File: src/rtl/mem_bus_pkg.sv
// Shared types and defaults for the 6502 memory bus controller.
// Region/state enums, default address map and a small max helper.
package mem_bus_pkg;

    typedef enum logic [1:0] {
        REG_RAM,
        REG_IO,
        REG_ROM
    } region_e;

    typedef enum logic [1:0] {
        IDLE,
        ACCESS,
        RESP
    } state_e;

    localparam int          DEF_ADDR_W   = 16;
    localparam int          DEF_DATA_W   = 8;
    localparam int unsigned DEF_IO_BASE  = 'h8000;
    localparam int unsigned DEF_ROM_BASE = 'hC000;

    function automatic int max3(input int a, input int b, input int c);
        int m;
        m = a;
        if (b > m) m = b;
        if (c > m) m = c;
        return m;
    endfunction

endpackage

File: src/rtl/mem_bus_if.sv
// CPU request/response and external memory bus bundle.
// master: CPU + memory side; slave: the controller.
interface mem_bus_if #(
    parameter int ADDR_W = 16,
    parameter int DATA_W = 8
);
    logic              req_valid;
    logic              req_write;
    logic [ADDR_W-1:0] req_addr;
    logic [DATA_W-1:0] req_wdata;
    logic              req_ready;
    logic              rsp_valid;
    logic [DATA_W-1:0] rsp_rdata;
    logic              rsp_err;
    logic              ram_cs;
    logic              io_cs;
    logic              rom_cs;
    logic [ADDR_W-1:0] mem_addr;
    logic [DATA_W-1:0] mem_wdata;
    logic [DATA_W-1:0] mem_rdata;
    logic              mem_oe;
    logic              mem_we;
    logic              mem_wait;

    modport master (
        output req_valid, req_write, req_addr, req_wdata,
        output mem_rdata, mem_wait,
        input  req_ready, rsp_valid, rsp_rdata, rsp_err,
        input  ram_cs, io_cs, rom_cs, mem_addr, mem_wdata,
        input  mem_oe, mem_we
    );

    modport slave (
        input  req_valid, req_write, req_addr, req_wdata,
        input  mem_rdata, mem_wait,
        output req_ready, rsp_valid, rsp_rdata, rsp_err,
        output ram_cs, io_cs, rom_cs, mem_addr, mem_wdata,
        output mem_oe, mem_we
    );

endinterface

File: src/rtl/mem_region_decode.sv
// Combinational address -> region decode (RAM / IO / ROM).
// Ports: addr in, region out. Unsigned full-width compares.
module mem_region_decode
    import mem_bus_pkg::*;
#(
    parameter int          ADDR_W   = DEF_ADDR_W,
    parameter int unsigned IO_BASE  = DEF_IO_BASE,
    parameter int unsigned ROM_BASE = DEF_ROM_BASE
) (
    input  logic [ADDR_W-1:0] addr,
    output region_e           region
);

    localparam logic [ADDR_W-1:0] IO_B  = ADDR_W'(IO_BASE);
    localparam logic [ADDR_W-1:0] ROM_B = ADDR_W'(ROM_BASE);

    always_comb begin
        region = REG_RAM;
        unique case (1'b1)
            (addr >= ROM_B):                  region = REG_ROM;
            (addr >= IO_B) && (addr < ROM_B): region = REG_IO;
            (addr < IO_B):                    region = REG_RAM;
            default:                          region = REG_RAM;
        endcase
    end

endmodule

File: src/rtl/mem_bus_controller.sv
// CPU-side memory bus controller: valid/ready request, region wait
// states, IO stretch with timeout, ROM write protect. Ports: clk, rst, bus.
module mem_bus_controller
    import mem_bus_pkg::*;
#(
    parameter int          ADDR_W       = DEF_ADDR_W,
    parameter int          DATA_W       = DEF_DATA_W,
    parameter int unsigned IO_BASE      = DEF_IO_BASE,
    parameter int unsigned ROM_BASE     = DEF_ROM_BASE,
    parameter int          RAM_WAIT     = 0,
    parameter int          IO_WAIT      = 2,
    parameter int          ROM_WAIT     = 1,
    parameter int          WAIT_TIMEOUT = 15
) (
    input  logic      clk,
    input  logic      rst,
    mem_bus_if.slave  bus
);

    localparam int CMAX = max3(IO_WAIT + WAIT_TIMEOUT, RAM_WAIT, ROM_WAIT);
    localparam int CW   = (CMAX < 1) ? 1 : $clog2(CMAX + 1);
    localparam logic [CW-1:0] HOLD_MAX = CW'(IO_WAIT + WAIT_TIMEOUT);

    state_e            state;
    region_e           dec_region;
    region_e           region_q;
    logic              write_q;
    logic [CW-1:0]     cnt;
    logic [CW-1:0]     lim_q;
    logic [CW-1:0]     dec_lim;
    logic              acc_done;
    logic              acc_err;

    logic              rsp_valid_q;
    logic              rsp_err_q;
    logic [DATA_W-1:0] rsp_rdata_q;
    logic              ram_cs_q;
    logic              io_cs_q;
    logic              rom_cs_q;
    logic              oe_q;
    logic              we_q;
    logic [ADDR_W-1:0] addr_q;
    logic [DATA_W-1:0] wdata_q;

    mem_region_decode #(
        .ADDR_W   (ADDR_W),
        .IO_BASE  (IO_BASE),
        .ROM_BASE (ROM_BASE)
    ) u_dec (
        .addr   (bus.req_addr),
        .region (dec_region)
    );

    always_comb begin
        dec_lim = CW'(RAM_WAIT);
        unique case (dec_region)
            REG_IO:  dec_lim = CW'(IO_WAIT);
            REG_ROM: dec_lim = CW'(ROM_WAIT);
            default: dec_lim = CW'(RAM_WAIT);
        endcase
    end

    // cnt counts access cycles past the first; beyond lim_q it
    // counts cycles held by mem_wait (IO only).
    always_comb begin
        acc_done = 1'b0;
        acc_err  = 1'b0;
        if (cnt >= lim_q) begin
            if (region_q == REG_IO && bus.mem_wait) begin
                if (cnt == HOLD_MAX) begin
                    acc_done = 1'b1;
                    acc_err  = 1'b1;
                end
            end else begin
                acc_done = 1'b1;
            end
        end
    end

    always_ff @(posedge clk or posedge rst) begin
        if (rst) begin
            state       <= IDLE;
            region_q    <= REG_RAM;
            write_q     <= 1'b0;
            cnt         <= '0;
            lim_q       <= '0;
            rsp_valid_q <= 1'b0;
            rsp_err_q   <= 1'b0;
            rsp_rdata_q <= '0;
            ram_cs_q    <= 1'b0;
            io_cs_q     <= 1'b0;
            rom_cs_q    <= 1'b0;
            oe_q        <= 1'b0;
            we_q        <= 1'b0;
            addr_q      <= '0;
            wdata_q     <= '0;
        end else begin
            unique case (state)
                IDLE: begin
                    if (bus.req_valid) begin
                        region_q <= dec_region;
                        write_q  <= bus.req_write;
                        cnt      <= '0;
                        lim_q    <= dec_lim;
                        if (bus.req_write && dec_region == REG_ROM) begin
                            // Protected: answer at once, never touch the bus.
                            state       <= RESP;
                            rsp_valid_q <= 1'b1;
                            rsp_err_q   <= 1'b1;
                            rsp_rdata_q <= '0;
                        end else begin
                            state    <= ACCESS;
                            ram_cs_q <= (dec_region == REG_RAM);
                            io_cs_q  <= (dec_region == REG_IO);
                            rom_cs_q <= (dec_region == REG_ROM);
                            oe_q     <= !bus.req_write;
                            we_q     <= bus.req_write;
                            addr_q   <= bus.req_addr;
                            wdata_q  <= bus.req_write ? bus.req_wdata : '0;
                        end
                    end
                end
                ACCESS: begin
                    if (acc_done) begin
                        state       <= RESP;
                        rsp_valid_q <= 1'b1;
                        rsp_err_q   <= acc_err;
                        rsp_rdata_q <= (acc_err || write_q) ? '0 : bus.mem_rdata;
                        ram_cs_q    <= 1'b0;
                        io_cs_q     <= 1'b0;
                        rom_cs_q    <= 1'b0;
                        oe_q        <= 1'b0;
                        we_q        <= 1'b0;
                        addr_q      <= '0;
                        wdata_q     <= '0;
                    end else begin
                        cnt <= cnt + 1'b1;
                    end
                end
                RESP: begin
                    state       <= IDLE;
                    rsp_valid_q <= 1'b0;
                    rsp_err_q   <= 1'b0;
                end
                default: state <= IDLE;
            endcase
        end
    end

    // Gated by rst so ready reads 0 throughout reset.
    assign bus.req_ready = (state == IDLE) && !rst;
    assign bus.rsp_valid = rsp_valid_q;
    assign bus.rsp_err   = rsp_err_q;
    assign bus.rsp_rdata = rsp_rdata_q;
    assign bus.ram_cs    = ram_cs_q;
    assign bus.io_cs     = io_cs_q;
    assign bus.rom_cs    = rom_cs_q;
    assign bus.mem_oe    = oe_q;
    assign bus.mem_we    = we_q;
    assign bus.mem_addr  = addr_q;
    assign bus.mem_wdata = wdata_q;

endmodule

File: src/flat_wrapper.sv
// flat-port wrapper written by rule: the top's interface ports become plain ports
module mem_bus_controller_flat import mem_bus_pkg::*;
#(
    parameter int          ADDR_W       = DEF_ADDR_W,
    parameter int          DATA_W       = DEF_DATA_W,
    parameter int unsigned IO_BASE      = DEF_IO_BASE,
    parameter int unsigned ROM_BASE     = DEF_ROM_BASE,
    parameter int          RAM_WAIT     = 0,
    parameter int          IO_WAIT      = 2,
    parameter int          ROM_WAIT     = 1,
    parameter int          WAIT_TIMEOUT = 15
)
  (clk, rst, bus_req_valid, bus_req_write, bus_req_addr, bus_req_wdata, bus_mem_rdata, bus_mem_wait, bus_req_ready, bus_rsp_valid, bus_rsp_rdata, bus_rsp_err, bus_ram_cs, bus_io_cs, bus_rom_cs, bus_mem_addr, bus_mem_wdata, bus_mem_oe, bus_mem_we);
  mem_bus_if #(.ADDR_W(ADDR_W), .DATA_W(DATA_W)) bus_i ();
  input  logic clk;
  input  logic rst;
  input wire logic [$bits(bus_i.req_valid)-1:0] bus_req_valid;
  input wire logic [$bits(bus_i.req_write)-1:0] bus_req_write;
  input wire logic [$bits(bus_i.req_addr)-1:0] bus_req_addr;
  input wire logic [$bits(bus_i.req_wdata)-1:0] bus_req_wdata;
  input wire logic [$bits(bus_i.mem_rdata)-1:0] bus_mem_rdata;
  input wire logic [$bits(bus_i.mem_wait)-1:0] bus_mem_wait;
  output wire logic [$bits(bus_i.req_ready)-1:0] bus_req_ready;
  output wire logic [$bits(bus_i.rsp_valid)-1:0] bus_rsp_valid;
  output wire logic [$bits(bus_i.rsp_rdata)-1:0] bus_rsp_rdata;
  output wire logic [$bits(bus_i.rsp_err)-1:0] bus_rsp_err;
  output wire logic [$bits(bus_i.ram_cs)-1:0] bus_ram_cs;
  output wire logic [$bits(bus_i.io_cs)-1:0] bus_io_cs;
  output wire logic [$bits(bus_i.rom_cs)-1:0] bus_rom_cs;
  output wire logic [$bits(bus_i.mem_addr)-1:0] bus_mem_addr;
  output wire logic [$bits(bus_i.mem_wdata)-1:0] bus_mem_wdata;
  output wire logic [$bits(bus_i.mem_oe)-1:0] bus_mem_oe;
  output wire logic [$bits(bus_i.mem_we)-1:0] bus_mem_we;
  assign bus_i.req_valid = bus_req_valid;
  assign bus_i.req_write = bus_req_write;
  assign bus_i.req_addr = bus_req_addr;
  assign bus_i.req_wdata = bus_req_wdata;
  assign bus_i.mem_rdata = bus_mem_rdata;
  assign bus_i.mem_wait = bus_mem_wait;
  assign bus_req_ready = bus_i.req_ready;
  assign bus_rsp_valid = bus_i.rsp_valid;
  assign bus_rsp_rdata = bus_i.rsp_rdata;
  assign bus_rsp_err = bus_i.rsp_err;
  assign bus_ram_cs = bus_i.ram_cs;
  assign bus_io_cs = bus_i.io_cs;
  assign bus_rom_cs = bus_i.rom_cs;
  assign bus_mem_addr = bus_i.mem_addr;
  assign bus_mem_wdata = bus_i.mem_wdata;
  assign bus_mem_oe = bus_i.mem_oe;
  assign bus_mem_we = bus_i.mem_we;
  mem_bus_controller #(.ADDR_W(ADDR_W), .DATA_W(DATA_W), .IO_BASE(IO_BASE), .ROM_BASE(ROM_BASE), .RAM_WAIT(RAM_WAIT), .IO_WAIT(IO_WAIT), .ROM_WAIT(ROM_WAIT), .WAIT_TIMEOUT(WAIT_TIMEOUT)) u_core (.clk(clk), .rst(rst), .bus(bus_i));
endmodule
File: config.mk
export PLATFORM = sky130hd
export DESIGN_NAME = mem_bus_controller_flat
export DESIGN_NICKNAME = d
export VERILOG_FILES = /design/src/rtl/mem_bus_pkg.sv /design/src/rtl/mem_bus_if.sv /design/src/rtl/mem_region_decode.sv /design/src/rtl/mem_bus_controller.sv /design/src/flat_wrapper.sv
export SDC_FILE = /design/constraint.sdc
export NUM_CORES = 1
export LEC_CHECK = 0
export BUFFER_PORTS_ARGS = -buffer_cell sky130_fd_sc_hd__buf_2
export CAP_MARGIN = 20
export CORE_MARGIN = 5
export CORE_UTILIZATION = 45
export DETAILED_ROUTE_END_ITERATION = 8
export MAX_ROUTING_LAYER = met4
export PLACE_DENSITY = 0.76
export SLEW_MARGIN = 20
export SYNTH_ARGS = -nofsm -noshare
export SYNTH_HDL_FRONTEND = slang
export SYNTH_SLANG_ARGS = --single-unit
export TNS_END_PERCENT = 100
File: constraint.sdc
create_clock -name clk -period 1.75 [get_ports clk]
set_input_delay 0.175 -clock clk [delete_from_list [all_inputs] [get_ports clk]]
set_output_delay 0.175 -clock clk [all_outputs]
set_load 0.02 [all_outputs]
* Yosys cells after proc, flatten, opt, wreduce, memory -nomap -nowiden *
Cells that the tools add are included.

storage, ports and cells
  register bits = 54
  bits in latches = 0
  memory bits (writable) = 0
  ROM bits = 0
  input bits = 37
  word-level logic and storage cells = 98
  memories kept = 0

cells by class
  $add $sub $neg = 1
  $mul = 0
  div/mod/pow operators = 0
  magnitude comparators = 4
  equality and inequality tests = 11
  shift-type cells = 0
  muxes and demuxes = 50
  bitwise logic cells = 0
  reduce and logical (&&, ||, !) cells = 17

operators by type and width
  operator                                                          count
  8-bit 2-to-1 mux                                                  8
  16-bit 2-to-1 mux                                                 3
  16-bit greater-or-equal comparator (second input constant)        2
  16-bit case mux with 2 select lines                               1
  8-bit case mux with 2 select lines                                2
  1-bit 2-to-1 mux                                                  20
  16-bit less-than comparator (second input constant)               1
  2-bit case mux with 2 select lines                                3
  4-bit AND reduction                                               3
  5-bit 2-to-1 mux                                                  2
  1-bit case mux with 2 select lines                                5
  5-bit case mux with 2 select lines                                1
  2-bit by 1-bit == test with 1-bit output (second input constant)  3
  2-bit 2-to-1 mux                                                  3
  2-bit != test (second input constant)                             3
  1-bit case mux with 3 select lines                                2
  5-bit by 1-bit adder with 5-bit output (second input constant)    1
  5-bit == test (second input constant)                             1
  5-bit greater-or-equal comparator                                 1
  2-bit == test (second input constant)                             2
  1-bit logical AND                                                 4
  2-bit zero test                                                   2
  2-bit by 1-bit != test with 1-bit output (second input constant)  2
  2-bit AND reduction                                               2
  5 further kinds                                                   6

* Longest topological paths before layout *
  depth in word-level cells = 8
  mapped depth = 7
  depth with buffers taken out = 6

* By module *
From an unflattened synthesis, not the netlist that was laid out.

unflattened totals
  cell total of the unflattened synthesis = 182
  area total of the unflattened synthesis = 2245.9 um^2

modules (own cells, without submodules)
  module              times used  cells each  area each (um^2)  seq. area each (um^2)
  mem_bus_controller  1           180         2229.6            1276.2
  mem_region_decode   1           2           16.3              0.0

* Worst setup path before layout *
No wires, ideal clock.

  path kind = reg2reg
  start = register u_core.cnt[0]
  end = register u_core.oe_q (netlist: u_core.bus.mem_oe)
  setup time = 0.132 ns
  data arrival time = 1.536 ns
  required time = 1.618 ns
  path slack = 0.082 ns
  cell stages (with the launch flop) = 8
  clock period less this slack = 1.668 ns
  cell sequence = dfrtp_1 > inv_1 > ha_1 > nor2b_1 > o21a_1 > nor3_4 > buf_6 > o32ai_1

on the way
  longest elaborated chain between the ends = 6
  elaborated cells on any way between the ends = 7
  classes of those cells = order compare: 1; eq/ne: 2; mux: 3; reduce/logical: 1

ends and longest elaborated chain
  item                                                  RTL line                   RTL
  start: declaration                                    mem_bus_controller.sv:28   logic [CW-1:0] cnt;
  start signal: assignment                              mem_bus_controller.sv:137  cnt <= cnt + 1'b1;
  5-bit == test                                         mem_bus_controller.sv:70   if (cnt == HOLD_MAX) begin
  1-bit 2-to-1 mux                                      mem_bus_controller.sv:70
  1-bit 2-to-1 mux                                      mem_bus_controller.sv:69   if (region_q == REG_IO && bus.mem_wait) begin
  1-bit 2-to-1 mux *                                    mem_bus_controller.sv:68   if (cnt >= lim_q) begin
  2-bit by 1-bit != test with 1-bit output (no line) *  --
  4-bit AND reduction (no line) *                       --
  end signal: assignment                                mem_bus_controller.sv:116  oe_q <= !bus.req_write;
  end: declaration                                      mem_bus_controller.sv:40   logic oe_q;

Mark *: on every way between the ends. The rest lies on a longest branch, timed or not.
A chain may end at the register's enable or synchronous reset.

* Final worst setup path *
  start = register u_core.cnt[1]
  end = register u_core.addr_q[8] (netlist: u_core.bus.mem_addr[8])

on the way
  longest elaborated chain between the ends = 6
  elaborated cells on any way between the ends = 7
  classes of those cells = order compare: 1; eq/ne: 2; mux: 3; reduce/logical: 1

ends and longest elaborated chain
  item                                                  RTL line                   RTL
  5-bit == test                                         mem_bus_controller.sv:70
  1-bit 2-to-1 mux                                      mem_bus_controller.sv:70
  1-bit 2-to-1 mux                                      mem_bus_controller.sv:69
  1-bit 2-to-1 mux *                                    mem_bus_controller.sv:68
  2-bit by 1-bit != test with 1-bit output (no line) *  --
  4-bit AND reduction (no line) *                       --
  end signal: assignment                                mem_bus_controller.sv:118  addr_q <= bus.req_addr;
  end: declaration                                      mem_bus_controller.sv:42   logic [ADDR_W-1:0] addr_q;

Marked as above.

==> reports/results.tsv <==
stage	metric	value	unit
status	status	finished, final reports clean	
routing	routed_via_density	5.50	
sta	drv_slew	0	
clock_tree	clockBufferDepth	2	
clock_tree	cts_tree	done	
cells_and_area	area_growth	29.9	%
cells_and_area	final_util	0.600	
routing	routedWlPerCell	16.3	um
floorplanning	die_width	82.2	um
worst_setup_path	cp-end-kind	register	
floorplanning	io_pins	77	
power	ir_worst_vdd	989	uV
worst_setup_path	cpMostUsedCell	buf_6	
global_route	grt_usage	0.187	
floorplanning	die-area	0.00675	sq mm
clock_tree	ctsHtreeMaxLevel	2	
global_route	grt_pass1_wl	9.46	mm
sta	finalSetupTns	0	ns
yosys	yosysSeqAreaShare	0.544	
worst_setup_path	crit_chain	buf_6 -> inv_2 -> ha_4 -> a31oi_4 -> buf_6 -> nor3_4 -> clkbuf_16 -> o21ai_2	
sta	min_period	1.73	ns
job	cap_violations	0	
yosys	yosys_most_used_dff	dfrtp_1	
sta	slew_headroom	0.617	
cells_and_area	nets	345	
global_route	grt_max_degree	23	
yosys	synth.largest_area_cell	dfrtp_1	
cells_and_area	n_antenna_cell	0	
yosys	synth-seq-cells	51	
placement	hpwl	4.27	mm
sta	skew	0.00820	ns
routing	dr_total_vias	2053	
worst_setup_path	crit_arrival	1.92	ns
yosys	synth_top_area_frac	0.544	
cells_and_area	drive_gt1_frac	0.416	
sta	rsz0062_at_grt	true	
clock_tree	clock_latency	0.30	ns
clock_tree	cts_buffers	5	
yosys	async_flop_share	1.00	
clock_tree	path_clk_slew	0.09	ns
worst_setup_path	worstPathRequired	1.94	ns
power	power_per_cell_area	1890	mW/mm^2
power	p_leak	0.00157	uW
yosys	synthTopCellsByArea	dfrtp_1 54%, nand2_1 7.4%, a32o_1 6.8%, a21o_1 3.5%, o21ai_0 3.0%	
placement	io_buffers	76	
yosys	synth_edf_count	0	
sta	finalCritPeriodShare	0.991	
sta	worst_pin_slew	0.571	ns
yosys	avgSynthCellArea	10.9	sq um
sta	finalHoldViolCount	0	
clock_tree	root_buffer	clkbuf_8	
sta	max_freq	576	MHz
floorplanning	rows	26	
yosys	yosysWarningCount	0	
global_route	grt_pass1_vias	2017	
floorplanning	dieHeight	82.2	um
placement	gp_congestion	0.818	
sta	setup_viol	0	
floorplanning	core_area	0.00507	sq mm
power	p_total	5760	uW
worst_setup_path	cp_max_fo	6	
yosys	syn-instance-count	215	
worst_setup_path	critPathLaunchType	register	
clock_tree	clkSinkCount	51	
routing	wl	6.08	mm
yosys	syn-num-nets	256	
yosys	ys_types	41	
routing	drt_iter0_drc	162	
floorplanning	initial_utilization	0.462	
yosys	mappedNetlistArea	0.00234	sq mm
global_route	grt_antenna_before_repair	0	
routing	drc	0	
hold_path	hp-class	in2reg	
worst_setup_path	cp_slowest_cell	dfrtp_2	
worst_setup_path	cpPeakStageDelay	0.44	ns
global_route	grt_overflow	0	
routing	antenna_left	0	
routing	firstDrtPassIters	5	
worst_setup_path	crit_type	reg2reg	
## registers in the layout, summed over array words and instances (netlist names), 2 cells and up
register	flops
u_core.bus.mem_addr	16
u_core.lim_q	2
u_core.state	2
u_core.region_q	2
u_core.bus.rsp_rdata	8
u_core.bus.mem_wdata	8
u_core.cnt	5
## synth_stat cells, types with 2 or more instances
library cell  count
nand4_1           4
nand3_1           3
buf_2             4
o22ai_1           2
nor3_1            2
mux2i_1           3
o21ai_0          14
a31o_2            3
clkbuf_1          4
ha_1              4
nand2b_1          2
dfrtp_1          51
buf_4             2
a21o_1           11
nor2_1            5
nand2_1          46
a32o_1           16
inv_1             6
o21ai_2           8
buf_6             3
nor2b_1           2
## layer usage
| layer | track usage | wire length (um) | vias to the layer above | part of all wire |
|---|---|---|---|---|
| met5 | - | 0 | - | 0 |
| met4 | 0.0615 | 83 | 0 | 0.014 |
| met1 | 0.241 | 2560 | 1010 | 0.42 |
| li1 | - | - | 961 | - |
| met3 | 0.0390 | 296 | 12 | 0.049 |
| met2 | 0.296 | 3130 | 70 | 0.52 |
## cell usage in the layout, fill, tap and decap left out, types with 2 or more instances in the layout
| master | netlist | routed |
|---|---|---|
| buf_2 | 4 | 76 |
| dfrtp_1 | 51 | 50 |
| nand2_1 | 46 | 46 |
| a32o_1 | 16 | 16 |
| o21ai_0 | 14 | 13 |
| a21o_1 | 11 | 11 |
| buf_4 | 2 | 10 |
| o21ai_2 | 8 | 8 |
| buf_6 | 3 | 6 |
| clkbuf_8 | 0 | 5 |
| inv_1 | 6 | 4 |
| nor2_1 | 5 | 4 |
| nand4_1 | 4 | 4 |
| nand3_1 | 3 | 3 |
| mux2i_1 | 3 | 3 |
| a31o_2 | 3 | 2 |
| nand2b_1 | 2 | 2 |
| o22ai_1 | 2 | 2 |
| inv_2 | 0 | 2 |
| nor3_1 | 2 | 2 |
| ha_1 | 4 | 2 |
## power breakdown
| part | total (uW) | leakage, uW | switching, uW | internal (uW) |
|---|---|---|---|---|
| Sequential | 1990 | 0.000663 | 316 | 1670 |
| Clock | 614 | 0.0000371 | 346 | 267 |
| Combinational | 3160 | 0.000869 | 1860 | 1300 |
## worst paths after layout
kind / cells after the start / slack, ns / startpoint / endpoint
max: 8 / 0.02 / u_core.cnt[1] / u_core.bus.mem_addr[8]
min: 3 / 0.07 / bus_req_addr[4] / u_core.bus.mem_addr[4]
max reg2reg: 8 / 0.02 / u_core.cnt[1] / u_core.bus.mem_addr[8]
min reg2reg: 1 / 0.50 / u_core.region_q[0] / u_core.region_q[0]
max in group asynchronous: 4 / 0.68 / rst / u_core.cnt[1]
min in group asynchronous: 3 / 0.45 / rst / u_core.bus.rsp_valid
## stage by stage
stage	hold slack, ns	setup WS (ns)	cell area (sq um)	instances
global route	0.0811	-0.0471	3050	373
global placement	0.226	0.124	2850	363
finish	0.0736	0.0150	3050	373
detailed placement	0.231	0.0686	2850	363
CTS	0.0716	0.0583	2940	370
floorplan	0.286	0.0821	2340	215
## final cells by class
class / instances / area [sq um]
tap: 70 / 87.6
sequential: 51 / 1280
multi-input combinational: 145 / 1010
fill: 431 / 2030
clock buffer: 6 / 72.6
timing repair buffer: 95 / 578
inverter: 6 / 22.5
## cell families (layout without fill, tap and decap cells)
logic type	after synthesis	in the layout	share of synthesized area
adders and majority gates	4	4	0.0213
AOI/OAI and AO/OA	66	66	0.224
DFF	51	51	0.544
muxes	4	4	0.0176
buffers and inverters	19	107	0.0454
and+or+nand+nor	71	71	0.148
## critical path: cells and delay by family, from the launching register on
family                   cells  cell delay, ns
AO/OA/AOI/OAI                2            0.15
adder cells (fa/ha/maj)      1            0.16
buffers and inverters        4            0.57
flip-flops                   1            0.44
AND/OR/NAND/NOR              1            0.29
## what timing repair did
item,CTS,global route
buffers inserted,0,2
hold endpoints to repair,20,0
endpoints found under the setup margin,0,29
gates resized for setup,0,19
hold buffers,1,0
Power figures use the tool's default switching activity.
